### config.mk
export PLATFORM = sky130hd
export DESIGN_NAME = seg_scan_arb
export DESIGN_NICKNAME = d
export VERILOG_FILES = /design/src/rtl/seg_pkg.sv /design/src/rtl/seg_encode.sv /design/src/rtl/seg_scan_arb.sv
export SDC_FILE = /design/constraint.sdc
export NUM_CORES = 1
export LEC_CHECK = 0
export ABC_CLOCK_PERIOD_IN_PS = 9320
export CORE_MARGIN = 10
export CORE_UTILIZATION = 55
export CTS_CLUSTER_SIZE = 16
export DETAILED_ROUTE_END_ITERATION = 7
export PLACE_DENSITY = 0.94
export SYNTH_ARGS = -nofsm -noshare
export SYNTH_HDL_FRONTEND = slang
export SYNTH_SLANG_ARGS = --single-unit
### constraint.sdc
create_clock -name clk -period 9.32 [get_ports clk]
set_clock_uncertainty 0.2 [all_clocks]
set_input_delay 1.398 -clock clk [delete_from_list [all_inputs] [get_ports clk]]
set_output_delay 1.398 -clock clk [all_outputs]
set_load 0.01 [all_outputs]
### src/rtl/seg_pkg.sv
// seg_pkg: shared constants and types for the multiplexed 7-segment scan arbiter.
//   - Active-low segment codes for decimal digits 0..9 (bit7 = dp, segments a..g in bits 0..6)
//   - BLANK_CODE / NUM_DIGITS / bcd4_t digit-bundle type
//   - Scan FSM state encoding and a nibble-select helper
package seg_pkg;

  localparam int         NUM_DIGITS = 4;
  localparam logic [7:0] BLANK_CODE = 8'hFF;

  localparam logic [7:0] SEG_CODE_0 = 8'hC0;
  localparam logic [7:0] SEG_CODE_1 = 8'hF9;
  localparam logic [7:0] SEG_CODE_2 = 8'hA4;
  localparam logic [7:0] SEG_CODE_3 = 8'hB0;
  localparam logic [7:0] SEG_CODE_4 = 8'h99;
  localparam logic [7:0] SEG_CODE_5 = 8'h92;
  localparam logic [7:0] SEG_CODE_6 = 8'h82;
  localparam logic [7:0] SEG_CODE_7 = 8'hF8;
  localparam logic [7:0] SEG_CODE_8 = 8'h80;
  localparam logic [7:0] SEG_CODE_9 = 8'h90;

  // Four BCD digits, nibble k = digit k, k = 0 rightmost
  typedef logic [15:0] bcd4_t;

  typedef enum logic {
    ST_BLANK = 1'b0,
    ST_DRIVE = 1'b1
  } scan_state_t;

  // Pick digit k out of a four-digit bundle
  function automatic logic [3:0] nibble_sel(input bcd4_t v, input logic [1:0] k);
    nibble_sel = v[{k, 2'b00} +: 4];
  endfunction

endpackage

### src/rtl/seg_encode.sv
// seg_encode: combinational BCD nibble + decimal point to active-low 8-bit segment code.
//   i_nibble : digit value; 0..9 map to the standard pattern, A..F show nothing
//   i_dp     : 1 lights the decimal point (clears bit7)
//   o_seg    : active-low segments, bit7 = dp
module seg_encode
  import seg_pkg::*;
(
  input  logic [3:0] i_nibble,
  input  logic       i_dp,
  output logic [7:0] o_seg
);

  logic [7:0] w_code;

  // Digit value to segment pattern lookup
  always_comb begin
    w_code = BLANK_CODE;
    case (i_nibble)
      4'd0:    w_code = SEG_CODE_0;
      4'd1:    w_code = SEG_CODE_1;
      4'd2:    w_code = SEG_CODE_2;
      4'd3:    w_code = SEG_CODE_3;
      4'd4:    w_code = SEG_CODE_4;
      4'd5:    w_code = SEG_CODE_5;
      4'd6:    w_code = SEG_CODE_6;
      4'd7:    w_code = SEG_CODE_7;
      4'd8:    w_code = SEG_CODE_8;
      4'd9:    w_code = SEG_CODE_9;
      default: w_code = BLANK_CODE;
    endcase
  end

  assign o_seg = {w_code[7] & ~i_dp, w_code[6:0]};

endmodule

### src/rtl/seg_scan_arb.sv
// seg_scan_arb: two-requester arbiter sharing one 4-digit multiplexed 7-segment display.
//   clk, rst        : clock; asynchronous active-high reset
//   req[1:0]        : per-requester display request (level)
//   bcd0/bcd1       : requester digits, nibble k = digit k
//   dp0/dp1         : requester decimal points, bit k = digit k
//   gnt[1:0]        : current owner, one-hot or zero (registered)
//   seg[7:0]        : active-low segments, bit7 = dp (registered)
//   seg_an[3:0]     : active-low anode enables (registered)
//   frame_done      : one-cycle pulse after each completed owned frame (registered)
// Ownership only changes at frame boundaries; the owner's digits are snapshotted there so
// mid-frame data changes never tear a displayed frame.
module seg_scan_arb
  import seg_pkg::*;
#(
  parameter int CLK_HZ      = 1_000_000,
  parameter int SCAN_HZ     = 960,
  parameter int BLANK_CYC   = 4,
  parameter int HOLD_FRAMES = 240
) (
  input  logic        clk,
  input  logic        rst,
  input  logic [1:0]  req,
  input  bcd4_t       bcd0,
  input  bcd4_t       bcd1,
  input  logic [3:0]  dp0,
  input  logic [3:0]  dp1,
  output logic [1:0]  gnt,
  output logic [7:0]  seg,
  output logic [3:0]  seg_an,
  output logic        frame_done
);

  localparam int SCAN_DIV = CLK_HZ / SCAN_HZ;
  localparam int DIV_W    = (SCAN_DIV > 1) ? $clog2(SCAN_DIV) : 1;
  localparam int BLK_W    = (BLANK_CYC > 1) ? $clog2(BLANK_CYC) : 1;
  localparam int HLD_W    = $clog2(HOLD_FRAMES + 1);
  localparam int IDX_W    = $clog2(NUM_DIGITS);

  localparam logic [DIV_W-1:0] DIV_LAST  = DIV_W'(SCAN_DIV - 1);
  localparam logic [BLK_W-1:0] BLK_LAST  = BLK_W'(BLANK_CYC - 1);
  localparam logic [HLD_W-1:0] HOLD_MAX  = HLD_W'(HOLD_FRAMES);
  localparam logic [HLD_W-1:0] HOLD_LAST = HLD_W'(HOLD_FRAMES - 1);
  localparam logic [IDX_W-1:0] IDX_LAST  = IDX_W'(NUM_DIGITS - 1);

  logic [DIV_W-1:0] r_div;
  logic [BLK_W-1:0] r_blank;
  logic [IDX_W-1:0] r_idx;
  logic [HLD_W-1:0] r_hold;
  scan_state_t      r_state;
  logic [1:0]       r_gnt;
  bcd4_t            r_snap_bcd;
  logic [3:0]       r_snap_dp;
  logic [7:0]       r_seg;
  logic [3:0]       r_an;
  logic             r_frame_done;

  logic [DIV_W-1:0] w_div_nxt;
  logic [BLK_W-1:0] w_blank_nxt;
  logic [IDX_W-1:0] w_idx_nxt;
  logic [HLD_W-1:0] w_hold_nxt;
  scan_state_t      w_state_nxt;
  logic [1:0]       w_gnt_nxt;
  bcd4_t            w_snap_bcd_nxt;
  logic [3:0]       w_snap_dp_nxt;
  logic [7:0]       w_seg_nxt;
  logic [3:0]       w_an_nxt;
  logic [7:0]       w_enc;
  logic             w_tick;
  logic             w_has_owner;
  logic             w_boundary;
  logic             w_done;
  logic             w_hold_met;

  assign w_tick      = (r_div == DIV_LAST);
  assign w_has_owner = (r_gnt != 2'b00);
  // An owned frame ends after the last digit; with no owner every tick is an arbitration point
  assign w_boundary  = w_tick & (~w_has_owner | (r_idx == IDX_LAST));
  assign w_done      = w_boundary & w_has_owner;
  // The frame ending now counts as completed, hence the compare against HOLD_FRAMES-1
  assign w_hold_met  = (r_hold >= HOLD_LAST);

  // Owner selection at frame boundaries
  always_comb begin
    w_gnt_nxt = r_gnt;
    if (w_boundary) begin
      case (r_gnt)
        2'b00: begin
          if (req[0]) begin
            w_gnt_nxt = 2'b01;
          end else if (req[1]) begin
            w_gnt_nxt = 2'b10;
          end else begin
            w_gnt_nxt = 2'b00;
          end
        end
        2'b01: begin
          if (!req[0]) begin
            w_gnt_nxt = req[1] ? 2'b10 : 2'b00;
          end else if (req[1] && w_hold_met) begin
            w_gnt_nxt = 2'b10;
          end else begin
            w_gnt_nxt = 2'b01;
          end
        end
        2'b10: begin
          if (!req[1]) begin
            w_gnt_nxt = req[0] ? 2'b01 : 2'b00;
          end else if (req[0] && w_hold_met) begin
            w_gnt_nxt = 2'b01;
          end else begin
            w_gnt_nxt = 2'b10;
          end
        end
        default: w_gnt_nxt = 2'b00;
      endcase
    end else begin
      w_gnt_nxt = r_gnt;
    end
  end

  // Hold counter: frames completed by the current owner, saturating
  always_comb begin
    w_hold_nxt = r_hold;
    if (w_boundary && (w_gnt_nxt != r_gnt)) begin
      w_hold_nxt = '0;
    end else if (w_done && (r_hold != HOLD_MAX)) begin
      w_hold_nxt = r_hold + HLD_W'(1'b1);
    end else begin
      w_hold_nxt = r_hold;
    end
  end

  // Snapshot the resulting owner's digits at each boundary
  always_comb begin
    w_snap_bcd_nxt = r_snap_bcd;
    w_snap_dp_nxt  = r_snap_dp;
    if (w_boundary) begin
      case (w_gnt_nxt)
        2'b01: begin
          w_snap_bcd_nxt = bcd0;
          w_snap_dp_nxt  = dp0;
        end
        2'b10: begin
          w_snap_bcd_nxt = bcd1;
          w_snap_dp_nxt  = dp1;
        end
        default: begin
          w_snap_bcd_nxt = r_snap_bcd;
          w_snap_dp_nxt  = r_snap_dp;
        end
      endcase
    end else begin
      w_snap_bcd_nxt = r_snap_bcd;
      w_snap_dp_nxt  = r_snap_dp;
    end
  end

  // Divider, scan phase and digit index
  always_comb begin
    w_div_nxt   = r_div;
    w_state_nxt = r_state;
    w_blank_nxt = r_blank;
    w_idx_nxt   = r_idx;
    if (w_tick) begin
      w_div_nxt   = '0;
      w_state_nxt = ST_BLANK;
      w_blank_nxt = '0;
      // A frame for an owner always starts at digit 0
      if (w_boundary && (w_gnt_nxt != 2'b00)) begin
        w_idx_nxt = '0;
      end else begin
        w_idx_nxt = r_idx + IDX_W'(1'b1);
      end
    end else begin
      w_div_nxt = r_div + DIV_W'(1'b1);
      case (r_state)
        ST_BLANK: begin
          if (r_blank == BLK_LAST) begin
            w_state_nxt = ST_DRIVE;
            w_blank_nxt = '0;
          end else begin
            w_blank_nxt = r_blank + BLK_W'(1'b1);
          end
        end
        ST_DRIVE: w_state_nxt = ST_DRIVE;
        default:  w_state_nxt = ST_BLANK;
      endcase
    end
  end

  seg_encode u_seg_encode (
    .i_nibble (nibble_sel(w_snap_bcd_nxt, w_idx_nxt)),
    .i_dp     (w_snap_dp_nxt[w_idx_nxt]),
    .o_seg    (w_enc)
  );

  // Display drive derived from next-state so registered outputs line up with the scan phase
  always_comb begin
    w_seg_nxt = BLANK_CODE;
    w_an_nxt  = 4'hF;
    if ((w_state_nxt == ST_DRIVE) && (w_gnt_nxt != 2'b00)) begin
      w_seg_nxt = w_enc;
      w_an_nxt  = ~(4'b0001 << w_idx_nxt);
    end else begin
      w_seg_nxt = BLANK_CODE;
      w_an_nxt  = 4'hF;
    end
  end

  // State and output registers
  always_ff @(posedge clk or posedge rst) begin
    if (rst) begin
      r_div        <= '0;
      r_blank      <= '0;
      r_idx        <= '0;
      r_hold       <= '0;
      r_state      <= ST_BLANK;
      r_gnt        <= 2'b00;
      r_snap_bcd   <= 16'h0000;
      r_snap_dp    <= 4'h0;
      r_seg        <= BLANK_CODE;
      r_an         <= 4'hF;
      r_frame_done <= 1'b0;
    end else begin
      r_div        <= w_div_nxt;
      r_blank      <= w_blank_nxt;
      r_idx        <= w_idx_nxt;
      r_hold       <= w_hold_nxt;
      r_state      <= w_state_nxt;
      r_gnt        <= w_gnt_nxt;
      r_snap_bcd   <= w_snap_bcd_nxt;
      r_snap_dp    <= w_snap_dp_nxt;
      r_seg        <= w_seg_nxt;
      r_an         <= w_an_nxt;
      r_frame_done <= w_done;
    end
  end

  assign gnt        = r_gnt;
  assign seg        = r_seg;
  assign seg_an     = r_an;
  assign frame_done = r_frame_done;

endmodule
==> flow_summary.toml <==
[setup_path]
crit_path_frequent_cell = "mux2i_1"
crit_path_max_incr_delay_ns = 0.77
worst_setup_path_start_kind = "primary input"
critical-path-slowest-cell = "a2111o_1"
crit_required_ns = 9.39
cp-end-kind = "flop"
crit_arrival_ns = 5.12
rrSetupSlack_ns = 4.89
critical_path.reg2reg.startpoint = "r_div[5]$_DFF_PP0_"
critPathMaxFanout = 26
path_class = "primary input to flop"
crit_chain = "clkdlybuf4s50_1 > o21ai_0 > a2111o_1 > o21ai_2 > o221a_2 > mux2i_1 > mux2i_1 > inv_1 > ha_1 > mux2_2 > a21oi_1"
r2r-end = "seg[5]$_DFF_PP1_"
r2r_cells = 11

[logic_synthesis]
yosys-top-cells-area = "dfrtp_1 (37%), dfstp_2 (9.8%), ha_1 (4.3%)"
synthFlopType = "dfrtp_1"
yosys.cell_types.count = 61
syn_nets = 358
yosys_warnings = 0
synthArstFlopShare_pct = 100
synth_top_area_share_pct = 36.7
ys_seq_area_share_pct = 46.6
syn_avg_cell_area_um2 = 10.6
synth-seq-cells = 59
synth-edff-count = 0
syn_inst = 303
syn-cell-area_mm2 = 0.00320
yosysTopAreaCell = "dfrtp_1"

[sta]
rsz0062_at_grt = "false"
setup_tns_ns = 0
holdWs_ns = 0.309
relSlewSlack_pct = 44.6
fmax_mhz = 198
tightest_slew_ns = 0.831
fin_crit_ns = 5.05
setup_viol = 0
maxSlewViolCount = 0
fin_crit_sh_pct = 54.2
finalHoldViolCount = 0

[power_and_ir_drop]
clock_power_share_pct = 46.8
switchingPower_w = 0.000117
power.share.sequential_pct = 47.3
switching_share_pct = 21.5
intPower_w = 0.000427
power.total_w = 0.000543
powerDensity_mw_per_mm2 = 135
combPwrFrac_pct = 5.8
p_leak_nw = 1.80
ir_drop_mv = 0.0814

[floorplan]
core_region_area_mm2 = 0.00557
start_util_pct = 57.4
pin_count = 59
design.die.area_mm2 = 0.00927
std_cell_rows = 27
fp.dieH_um = 96.3
die_w_um = 96.3

[min_path]
hold_depth = 1
hold_start = "r_div[0]$_DFF_PP0_"
worstHoldPathType = "flop to flop"
min_to = "r_div[0]$_DFF_PP0_"

[place]
place_congestion = 0.877
hpwl_mm = 5.80
placedCellCount = 422
portBuffers = 58

[route]
drc = 0
antenna_left = 0
first_pass_iters = 4
vias_per_cell = 5.96
vias = 2610
wirelength_mm = 8.07
wl_per_cell_um = 18.4
drtIter0Drc = 209

[clock_network]
cts_buffers = 9
cts_resized = 0
cts.clk_slew.worst_paths_ns = 0.07
cts_hold_buf = 0
cts.sink_count = 59
cts_setup_buffers = 0
clock_latency_ns = 0.34
htree_num_levels = 3
clock_tree.buffer_depth = 2
cts_tree = "built"
root_buffer = "clkbuf_8"

[global_routing]
grtUsageTotal_pct = 18.4
grt_pass1_wl_mm = 13.2
grt_pass1_vias = 2756
grt_start_max_net_pins = 60
antenna_found_initial = 0
overflow = 0

[flow_run]
cap_viol_max_count = 0

[cells_and_area]
final_nets = 416
final_common_cell = "clkdlybuf4s50_1"
n_antenna_cell = 0
layout.cells.non_filler = 438
layout_common_cells = "clkdlybuf4s50_1 (58), dfrtp_1 (47), nor2_1 (31)"
drive_gt1_share_pct = 16.4
final_util_pct = 72.4
area_delta_synth_final_pct = 26.1

[run_status]
status = "completed"
==> worst max-delay path: cells and delay by family <==
kind,cells,cell delay (ns)
AO/OA/AOI/OAI,5,1.86
multiplexers,3,0.83
buffers and inverters,2,0.74
adder cells (fa/ha/maj),1,0.25
==> worst max path at each step <==
stage | start | endpoint | slack, ns | cells after the start
2_1_floorplan | req[0] | seg[5]$_DFF_PP1_ | 5.20 | 10
4_1_cts | req[0] | seg[5]$_DFF_PP1_ | 4.33 | 11
5_1_grt | req[0] | seg[3]$_DFF_PP1_ | 3.94 | 12
3_3_place_gp | req[0] | seg[5]$_DFF_PP1_ | 4.20 | 11
6_report | req[0] | seg[5]$_DFF_PP1_ | 4.27 | 11
3_5_place_dp | req[0] | seg[5]$_DFF_PP1_ | 3.99 | 11
==> registers in the layout, summed over array words and instances (netlist names) <==
signal	count
gnt	2
r_snap_bcd	16
seg	8
r_blank	2
r_snap_dp	4
r_idx	2
frame_done	1
r_hold	8
seg_an	4
r_state	1
r_div	11
==> cell type report <==
cell class	instances	area, um2
Multi-Input combinational cell	211	1560
Fill cell	381	1540
Sequential cell	59	1490
Timing Repair Buffer	59	588
Clock buffer	14	216
Tap cell	72	90.1
Inverter	21	78.8
Clock inverter	2	10.0
==> kinds of logic after synthesis <==
family / count (synthesis) / share of synthesized area (%)
and+or+nand+nor: 102 / 17.3
AOI/OAI and AO/OA: 68 / 17.9
DFF: 59 / 46.6
buffers and inverters: 33 / 4.65
xor gates and xnor gates: 15 / 4.10
muxes: 15 / 5.20
adders and majority gates: 11 / 4.30
==> power by group through the flow <==
stage           logic [W]  registers [W]  clock network [W]
2_1_floorplan  0.00000935       0.000261                  0
3_3_place_gp    0.0000311       0.000262                  0
3_5_place_dp    0.0000318       0.000262                  0
4_1_cts         0.0000320       0.000257           0.000256
5_1_grt         0.0000343       0.000257           0.000270
6_report        0.0000317       0.000257           0.000254
==> metal layers <==
| metal | vias up | GRT usage [%] | part of all wire, % |
|---|---|---|---|
| li1 | 1211 | - | - |
| met1 | 1270 | 21.7 | 40 |
| met2 | 108 | 29.6 | 50 |
| met3 | 21 | 5.99 | 7.4 |
| met4 | 0 | 9.08 | 2.9 |
| met5 | - | 0 | 0 |
==> cells in the mapped netlist (3+ instances only) <==
cell type and count:
o21ai_0 6, xor2_1 6, nor2_1 31, nor2b_1 3, inv_1 20, clkbuf_1 3
nand3_1 12, or3_1 9, o21a_1 3, nor3_1 4, mux2_4 3, dfrtp_1 47
ha_1 11, mux2i_1 11, and3_1 3, dfstp_2 12, a21oi_1 11, nand2_1 18
o22ai_1 6, nor4b_2 4, buf_2 5, o221a_2 9, nand4_1 4, xnor2_1 9
o211ai_1 9, o211a_1 3
==> through the flow <==
stage	setup slack (ns)	instance area [um2]
CTS	4.33	4040
detailed placement	3.99	3810
global route	3.94	4040
floorplan	5.20	3200
global placement	4.20	3810
finish	4.27	4040
Power figures use the tool's default switching activity.
